### config.mk
export PLATFORM = sky130hd
export DESIGN_NAME = dk_sound_mixer
export DESIGN_NICKNAME = d
export VERILOG_FILES = /design/src/rtl/dk_sound_mixer.sv
export SDC_FILE = /design/constraint.sdc
export NUM_CORES = 1
export LEC_CHECK = 0
export CORE_MARGIN = 5
export CORE_UTILIZATION = 45
export DETAILED_ROUTE_END_ITERATION = 16
export GPL_ROUTABILITY_DRIVEN = 1
export PLACE_DENSITY = 0.69
export SLEW_MARGIN = 10
export SYNTH_ARGS = -nofsm -noshare
export SYNTH_HDL_FRONTEND = slang
export SYNTH_SLANG_ARGS = --single-unit
### constraint.sdc
create_clock -name clk -period 3.8 [get_ports clk]
set_input_delay 0.38 -clock clk [delete_from_list [all_inputs] [get_ports clk]]
set_output_delay 0.38 -clock clk [all_outputs]
set_load 0.05 [all_outputs]
### src/rtl/dk_sound_mixer.sv
// dk_sound_mixer: four-channel gain/sum/saturate audio mixer, 7-cycle strobe-to-out_valid latency.
// Define DK_MIX_LPF_EN to insert a one-pole low-pass filter (coefficient 2^-LPF_SHIFT) before the output.
module dk_sound_mixer #(
    parameter int         CLOCK_RATE  = 768000,
    parameter int         SAMPLE_RATE = 48000,
    parameter logic [7:0] GAIN_WALK   = 8'd128,
    parameter logic [7:0] GAIN_JUMP   = 8'd128,
    parameter logic [7:0] GAIN_STOMP  = 8'd128,
    parameter logic [7:0] GAIN_MUSIC  = 8'd128,
    parameter int         LPF_SHIFT   = 2
) (
    input  logic               clk,
    input  logic               I_RSTn,
    input  logic               audio_clk_en,
    input  logic signed [15:0] walk_in,
    input  logic signed [15:0] jump_in,
    input  logic signed [15:0] stomp_in,
    input  logic signed [15:0] music_in,
    output logic signed [15:0] out,
    output logic        [15:0] O_SOUND_DAT,
    output logic               out_valid,
    output logic               overrun
);
    if (CLOCK_RATE / SAMPLE_RATE < 8) begin : g_rate_chk
        $error("dk_sound_mixer: CLOCK_RATE/SAMPLE_RATE must be at least 8");
    end
    if (LPF_SHIFT < 1 || LPF_SHIFT > 8) begin : g_shift_chk
        $error("dk_sound_mixer: LPF_SHIFT must be in 1..8");
    end

    typedef enum logic [2:0] {IDLE, ACC, SAT, FILT, DONE} state_t;

    state_t             state_q;
    logic        [1:0]  idx_q;
    logic signed [15:0] ch_q [4];
    logic signed [25:0] acc_q;
    logic signed [15:0] x_q;
    logic        [7:0]  gain;
    logic signed [25:0] s_ext, g_ext, acc_d, shr;
    logic signed [15:0] sat_d, y_d;

    always_comb begin
        gain  = idx_q == 2'd0 ? GAIN_WALK : idx_q == 2'd1 ? GAIN_JUMP :
                idx_q == 2'd2 ? GAIN_STOMP : GAIN_MUSIC;
        s_ext = 26'(ch_q[idx_q]);
        g_ext = $signed(26'(gain));
        acc_d = acc_q + s_ext * g_ext;
        shr   = acc_q >>> 7;
        sat_d = shr > 26'sd32767 ? 16'sh7FFF : shr < -26'sd32768 ? 16'sh8000 : shr[15:0];
    end

`ifdef DK_MIX_LPF_EN
    logic signed [15:0] y_q;
    logic signed [16:0] diff;

    always_comb begin
        diff = 17'(x_q) - 17'(y_q);
        y_d  = y_q + 16'(diff >>> LPF_SHIFT);
    end

    always_ff @(posedge clk or negedge I_RSTn)
        if (!I_RSTn)
            y_q <= '0;
        else if (state_q == FILT)
            y_q <= y_d;
`else
    assign y_d = x_q;
`endif

    always_ff @(posedge clk or negedge I_RSTn)
        if (!I_RSTn) begin
            state_q     <= IDLE;
            idx_q       <= '0;
            ch_q        <= '{default: '0};
            acc_q       <= '0;
            x_q         <= '0;
            out         <= '0;
            O_SOUND_DAT <= 16'h8000;
            out_valid   <= 1'b0;
            overrun     <= 1'b0;
        end else begin
            out_valid <= 1'b0;
            // strobes that land while a sample is in flight are dropped, only flagged
            if (audio_clk_en && state_q != IDLE)
                overrun <= 1'b1;
            case (state_q)
                IDLE:
                    if (audio_clk_en) begin
                        ch_q    <= '{walk_in, jump_in, stomp_in, music_in};
                        acc_q   <= '0;
                        idx_q   <= '0;
                        state_q <= ACC;
                    end
                ACC: begin
                    acc_q   <= acc_d;
                    idx_q   <= idx_q + 2'd1;
                    state_q <= idx_q == 2'd3 ? SAT : ACC;
                end
                SAT: begin
                    x_q     <= sat_d;
                    state_q <= FILT;
                end
                FILT: begin
                    out         <= y_d;
                    O_SOUND_DAT <= {~y_d[15], y_d[14:0]};
                    out_valid   <= 1'b1;
                    state_q     <= DONE;
                end
                default: state_q <= IDLE;
            endcase
        end
endmodule

* Word level (Yosys, flattened, before mapping)
Cells that the tools add are included.
** Storage, ports and cells
- Word-level logic and storage cells :: 43
- Register bits :: 145
- Output and inout port bits :: 34
- Bits of input ports :: 67
** Cells by class
- Add/subtract/negate cells :: 2
- Bitwise operators :: 2
- Reduce and logical (&&, ||, !) cells :: 6
- Equal/unequal tests :: 5
- Mux-type cells :: 13
- $lt $le $gt $ge :: 3
** Operators with widths (count)
- $mux W16 :: 4
- $pmux W26 S2 :: 1
- $bmux W16 S2 :: 1
- $add A26 B23 Y26 :: 1
- $mux W26 :: 1
- $gt A19 B16 Y1 const B :: 1
- $lt A19 B16 Y1 const B :: 1
- $pmux W3 S4 :: 1
- $eq A3 B2 Y1 const B :: 2
- $mux W2 :: 2
- $pmux W2 S2 :: 1
- $reduce_and A2 Y1 :: 2
- $eq A3 B1 Y1 const B :: 1
- $ge A3 B3 Y1 const B :: 1
- $logic_not A3 Y1 :: 1
- $mux W3 :: 1
- $not A2 Y3 :: 1
- $reduce_bool A3 Y1 :: 1
- $add A2 B1 Y2 const B :: 1
- $eq A2 B2 Y1 const B :: 1
- $ne A2 B2 Y1 const B :: 1
- $reduce_bool A2 Y1 :: 1
- $logic_and A1 B1 Y1 :: 1
- $mux W1 :: 1
- $not A1 Y1 :: 1

* Logic depth before layout (Yosys ltp)
Gate-level depths: netlist (run 1).
- Word-level depth :: 6
- Mapped depth :: 11

* Worst setup path before layout (run 1)
No wires, ideal clock.
- Path kind :: reg-to-reg
- Start point :: register idx_q[0]
- End point :: register acc_q[22]
- Arrival time :: 2915 ps
- Cell stages (with the launch flop) :: 11
- Setup slack :: 793 ps
- Required time :: 3708 ps
- Setup time :: 92 ps
- Path buffers :: 3
- Clock period less this slack :: 3007 ps
- Path through :: dfrtp_1 -> buf_2 -> buf_2 -> mux4_2 -> ha_1 -> buf_6 -> a21o_2 -> a221o_1 -> o31a_1 -> o21a_1 -> o31ai_2
** On the way
- Cells in the longest elaborated chain, start to end :: 6
** RTL lines
- start: declaration :: RTL line 34 : logic [1:0] idx_q;
- start signal: assignment :: RTL line 96 : idx_q <= idx_q + 2'd1;
- $not A2 Y3 (not written as such) :: RTL line 45 : s_ext = 26'(ch_q[idx_q]);
- $bmux W16 S2 :: RTL line 45
- $mux W16 (not written as such) (2 in series) :: RTL line 45
- $add A26 B23 Y26 :: RTL line 47 : acc_d = acc_q + s_ext * g_ext;
- $pmux W26 S2 :: RTL line 86 : case (state_q)
- end signal: assignment :: RTL line 75 : acc_q <= '0;
- end signal: assignment :: RTL line 90 : acc_q <= '0;
- end signal: assignment :: RTL line 95 : acc_q <= acc_d;
- end: declaration :: RTL line 36 : logic signed [25:0] acc_q;
No other way between the ends. The select of a mux whose other input is x is not followed.
A chain may end at the register's enable or synchronous reset.

* Final worst setup path (run 1)
- Start point :: register idx_q[0]
- End point :: register acc_q[25]
The elaborated chain is that of the path after synthesis.

==> reports/qor.txt, run 1 <==
global route overflow - 0
FF/Latch Area - 3080 µm²
RSZ-0062 raised after global routing - false
Inst Count DP - 912
Core Area - 13300 µm²
Final Power - 8.66 mW
Yosys reg bits - 123
htree depth - 4
Synth top cells by count - nand2_1 (288), dfrtp_1 (122), o21ai_0 (30), nand3_1 (26), clkbuf_1 (20)
Fillers - 1193
drt first pass iters - 4
MaxCap Viol Count - 0
total CTS buffers - 17
placed inst area - 7210 µm²
Worst-Margin Slew - 1060 ps
Die Span Y - 127 µm
Synth Instances - 679
first-pass GRT wire length - 24400 µm
Vias - 4822
ys async rst share - 1.00
status - completed
Post-DRT Antenna Nets - 0
kind of critical path - reg2reg
Core Rows - 42
Post-Route Setup TNS - 0 ps
Fin. Hold Viols - 0
Post-CTS Resized - 0
Critical Path Start - idx_q[0]
final WL - 14300 µm
detailed placement HPWL - 10400 µm
Worst EP arrival - 3570 ps
Die X - 127 µm
DR DRC count - 0
CTS clk-pin slew, worst paths - 60 ps
sequential area share after synthesis - 0.498
top-count cell post-synth - nand2_1
worst r2r src - idx_q[0]
mean post-synth cell area - 9.10 µm²
Final Util - 0.587
Worst-Skew Late Latency - 420 ps
I/O pins - 101
Max FO, Critical Path - 8
postcts setup bufs - 0
f_max - 304 MHz
Tcrit/Tclk final - 0.865
leading area contributor after synthesis - dfrtp_1
skew final - 8.31 ps
ANT cells - 0
Buffers on Ports - 100
Via density - 5.11
clk sink count - 123
Max Slew Vio Count - 0
PD cells - 1110 nW/µm²
number of flops mapped to enable cells by yosys - 0
worst vdd ir - 0.402 mV
Final setup viols - 0
final net count - 842
Post-Syn Area - 6180 µm²
Cell variety after synth - 51
vias in the first global route - 4915
Die Area - 16200 µm²
CTS tree - built
drt first-iter violations - 252
Bufs on Longest Clock Path - 2
top_reg_cell synth - dfrtp_1
WL/cell - 15.2 µm
antenna violations before repair - 0
area occupied by multi-input gates - 2800 µm²
syn_nets - 766
largest net degree at the start of global routing - 124
Pleak - 3.82 nW
share of cells above drive strength 1 - 0.0938
max_slew headroom - 0.292
initial cell density of the core - 0.463
final instance area - 7840 µm²
Yosys Warn Count - 0
GP Congestion - 0.841
min-delay worst type - in2async
Synth area leaders - dfrtp_1 (49%), nand2_1 (18%), mux4_2 (5.8%), ha_1 (3.8%), o21ai_0 (2.4%)
critical path data required time - 4090 ps
Area Overhead vs Synth - 26.9%
overall routing resource usage - 0.188
Final Instance Count excl. Fillers - 944
crit start category - flop
Worst setup EP type - flop
post-synth top area share - 0.494
Clock Tree Root - clkbuf_16
CTS Hold Buffers Added - 0
Tmin final - 3290 ps
## per-stage QoR
| stage | hold slack (ps) | setup slack (ps) |
|---|---|---|
| floorplan | 84.4 | 793 |
| global placement | 437 | 593 |
| detailed placement | 455 | 492 |
| CTS | 91.9 | 473 |
| global route | 116 | 268 |
| finish | 58.3 | 514 |
## flip-flops by register name, summed over array words and instances, names as in the netlist
name	cells
overrun	1
acc_q	19
state_q	3
out	16
x_q	16
O_SOUND_DAT	1
idx_q	2
out_valid	1
ch_q	64
## report_power, final
part	internal (mW)	leakage (nW)	total, mW	switching [mW]
Sequential	1.95	1.54	2.40	0.451
Combinational	1.79	1.99	4.56	2.77
Clock	1.13	0.291	1.70	0.570
Total	4.87	3.82	8.66	3.79
## cells by family after synthesis
kind of cell	synth area share
flip-flops	0.498
adder cells (fa/ha/maj)	0.0417
buffers and inverters	0.0482
XOR/XNOR	0.0156
AND/OR/NAND/NOR	0.235
AO/OA/AOI/OAI	0.0948
multiplexers	0.0666
## per-layer routing
layer | up-vias | share of wire | track usage
li1 | 2411 | - | -
met1 | 2256 | 0.46 | 0.261
met2 | 141 | 0.47 | 0.293
met3 | 14 | 0.055 | 0.0413
met4 | 0 | 0.016 | 0.0669
met5 | - | 0 | 0
## cells in the final DEF (no fill, tap or decap), types with 3 or more instances in the layout
| master | count |
|---|---|
| dfrtp_1 | 122 |
| buf_4 | 8 |
| o21bai_1 | 4 |
| xor2_1 | 5 |
| nand4_1 | 6 |
| bufinv_16 | 4 |
| a21oi_1 | 12 |
| a211oi_1 | 3 |
| a21oi_2 | 4 |
| clkinvlp_4 | 5 |
| xnor2_1 | 6 |
| clkdlybuf4s50_1 | 99 |
| nand3_1 | 26 |
| mux2i_1 | 4 |
| nor3_1 | 10 |
| nor2_1 | 16 |
| and3_1 | 3 |
| nand2_1 | 287 |
| o21ai_0 | 30 |
| clkbuf_16 | 17 |
| a21o_1 | 8 |
| inv_1 | 8 |
| ha_1 | 19 |
| o21a_1 | 3 |
| mux4_2 | 16 |
## worst max-delay path: stages, from the launching register on
cell and delay [ps]:
dfrtp_1 540, buf_4 270, mux4_2 560, fa_1 450, a21oi_1 280, o211ai_2 140
a311oi_2 370, o31a_2 230, mux2i_1 200, o211ai_1 100
## layout make-up
class / instances / area share
Inverter: 9 / 0.00431
Clock inverter: 11 / 0.0214
Multi-Input combinational cell: 496 / 0.358
Clock buffer: 21 / 0.0588
Sequential cell: 123 / 0.393
Timing Repair Buffer: 108 / 0.137
Tap cell: 176 / 0.0281
## final timing paths
kind / to / slack [ps] / depth (start not counted)
worst min register to register: x_q[4] / 460 / 2
worst max-delay path: acc_q[25] / 510 / 9
worst min-delay path: out_valid / 60 / 2
min in group clk: x_q[4] / 460 / 2
worst max register to register: acc_q[25] / 510 / 9
max in group asynchronous: out[14] / 3250 / 2
Power figures use the tool's default switching activity.
==> run 2: changes to the inputs <==
--- a/config.mk
+++ b/config.mk
@@ -10,6 +10,7 @@
 export DETAILED_ROUTE_END_ITERATION = 16
 export GPL_ROUTABILITY_DRIVEN = 1
 export PLACE_DENSITY = 0.69
+export REMOVE_ABC_BUFFERS = 1
 export SLEW_MARGIN = 10
 export SYNTH_ARGS = -nofsm -noshare
 export SYNTH_HDL_FRONTEND = slang
==> constraint.sdc (replaced) <==
create_clock -name clk -period 4.25 [get_ports clk]
set_input_delay 0.425 -clock clk [delete_from_list [all_inputs] [get_ports clk]]
set_output_delay 0.425 -clock clk [all_outputs]
set_load 0.05 [all_outputs]
==> run 2 against run 1 <==
  * Sequential power down 10%
  * Non-clock buffer count decreased by 1
  * Final cell count decreased by 0.11%
  * Core utilization shrank 0.084 points
  * Largest cell class unchanged
  * Maximum frequency rose by 1.1%
  * Die area is the same
  * Critical path type unchanged
  * Hold slack improved by 400 ps
  * Count of clock-buffer cells in the layout is 3 lower
==> reports/qor.txt, run 2 (same netlist as run 1, synthesis figures left out) <==
Post-DRT Antenna Nets - 0
CTS clk-pin slew, worst paths - 60 ps
Post-Route Setup TNS - 0 ps
Bufs on Longest Clock Path - 2
Max FO, Critical Path - 16
GR Layer Usage met1 - 0.246
HP Start - x_q[10]
htree depth - 4
share of cells above drive strength 1 - 0.0939
met2 GRT Util - 0.285
Final setup viols - 0
first-pass GRT wire length - 23900 µm
Buffers on Ports - 100
worst r2r src - idx_q[0]
MaxCap Viol Count - 0
Tmin final - 3250 ps
crit start category - flop
DR DRC count - 0
critical path data required time - 4540 ps
Pleak - 3.82 nW
top flop regs - ch_q: 64 flops, acc_q: 19 flops
kind of critical path - reg2reg
GR peak layer - met2
drt first pass iters - 5
reg-to-reg slack, setup - 1000 ps
total CTS buffers - 17
max reg flops - 64
worst vdd ir - 0.342 mV
GRT met3 Usage - 0.0472
Area Overhead vs Synth - 26.7%
max_slew headroom - 0.290
status - completed
Tcrit/Tclk final - 0.764
Worst-Skew Late Latency - 420 ps
min-delay worst type - reg2reg
Core Area - 13300 µm²
Die Span Y - 127 µm
Die X - 127 µm
Hold Slack - 462 ps
CTS tree - built
RSZ-0062 raised after global routing - false
I/O pins - 101
most frequent cells in the layout - nand2_1 (287), dfrtp_1 (122), clkdlybuf4s50_1 (99), o21ai_0 (30), nand3_1 (26)
post-layout worst setup margin - 1000 ps
final net count - 841
Vias - 4856
Fin. Hold Viols - 0
antenna violations before repair - 0
Critical Path Start - idx_q[0]
ANT cells - 0
skew final - 8.20 ps
most common cell after layout, fill and taps aside - nand2_1
final WL - 13900 µm
Worst setup EP type - flop
PD cells - 990 nW/µm²
Worst EP arrival - 3540 ps
overall routing resource usage - 0.185
dpl ws - 993 ps
f_max - 308 MHz
largest net degree at the start of global routing - 65
detailed placement HPWL - 10200 µm
clk sink count - 123
global route overflow - 0
Via density - 5.15
final instance area - 7830 µm²
drt first-iter violations - 203
GP Congestion - 0.849
Worst-Margin Slew - 1060 ps
placed inst area - 7180 µm²
Die Area - 16200 µm²
vias in the first global route - 4938
Core Rows - 42
largest register by flop count - ch_q
Max Slew Vio Count - 0
initial cell density of the core - 0.463
WL/cell - 14.8 µm
Clock Tree Root - clkbuf_16
==> run 2: cell type report <==
class	count	area, µm²
fillers	1181	5520
flip-flops and latches	123	3080
multi-input cells	496	2800
repair buffers	107	1050
clock buffers	18	439
well taps	176	220
clock inverters	14	195
inverters	9	33.8
==> run 2: worst max-delay path: stages, from the launching register on <==
cell and delay, ps:
dfrtp_1 450, buf_4 360, mux4_2 580, ha_1 350, a21oi_1 280, o211ai_2 150
a311oi_2 410, o31a_2 240, mux2i_1 190, o211ai_1 110
==> run 2: worst paths after layout <==
path / end / cells after the start
worst max register to register: acc_q[25] / 9
worst min register to register: out[10] / 2
max in group asynchronous: state_q[0] / 3
min in group asynchronous: ch_q[61] / 2
worst min-delay path: out[10] / 2
worst max-delay path: acc_q[25] / 9
==> run 2: layer usage <==
layer / wire, µm / up-vias
li1: - / 2416
met5: 0 / -
met4: 379 / 0
met1: 6330 / 2273
met3: 776 / 27
met2: 6460 / 140
==> run 2: where the power goes <==
part | switching, mW | leakage (nW) | internal (mW)
logic | 2.50 | 1.98 | 1.59
registers | 0.403 | 1.54 | 1.75
clock network | 0.523 | 0.299 | 0.996
total | 3.42 | 3.82 | 4.33
==> run 2: timing repair <==
item	CTS	global route
hold buffers	1	0
gates resized for setup	0	0
buffers inserted	0	0
endpoints found under the hold margin	31	0
==> run 2: per-stage QoR <==
step / power (mW) / cells / utilization
after floorplan: 5.06 / 628 / -
final: 7.75 / 943 / 0.586
after global placement: 6.13 / 910 / 0.538
after global routing: 8.35 / 943 / 0.586
after CTS: 7.81 / 943 / 0.586
after detailed placement: 6.23 / 910 / 0.538
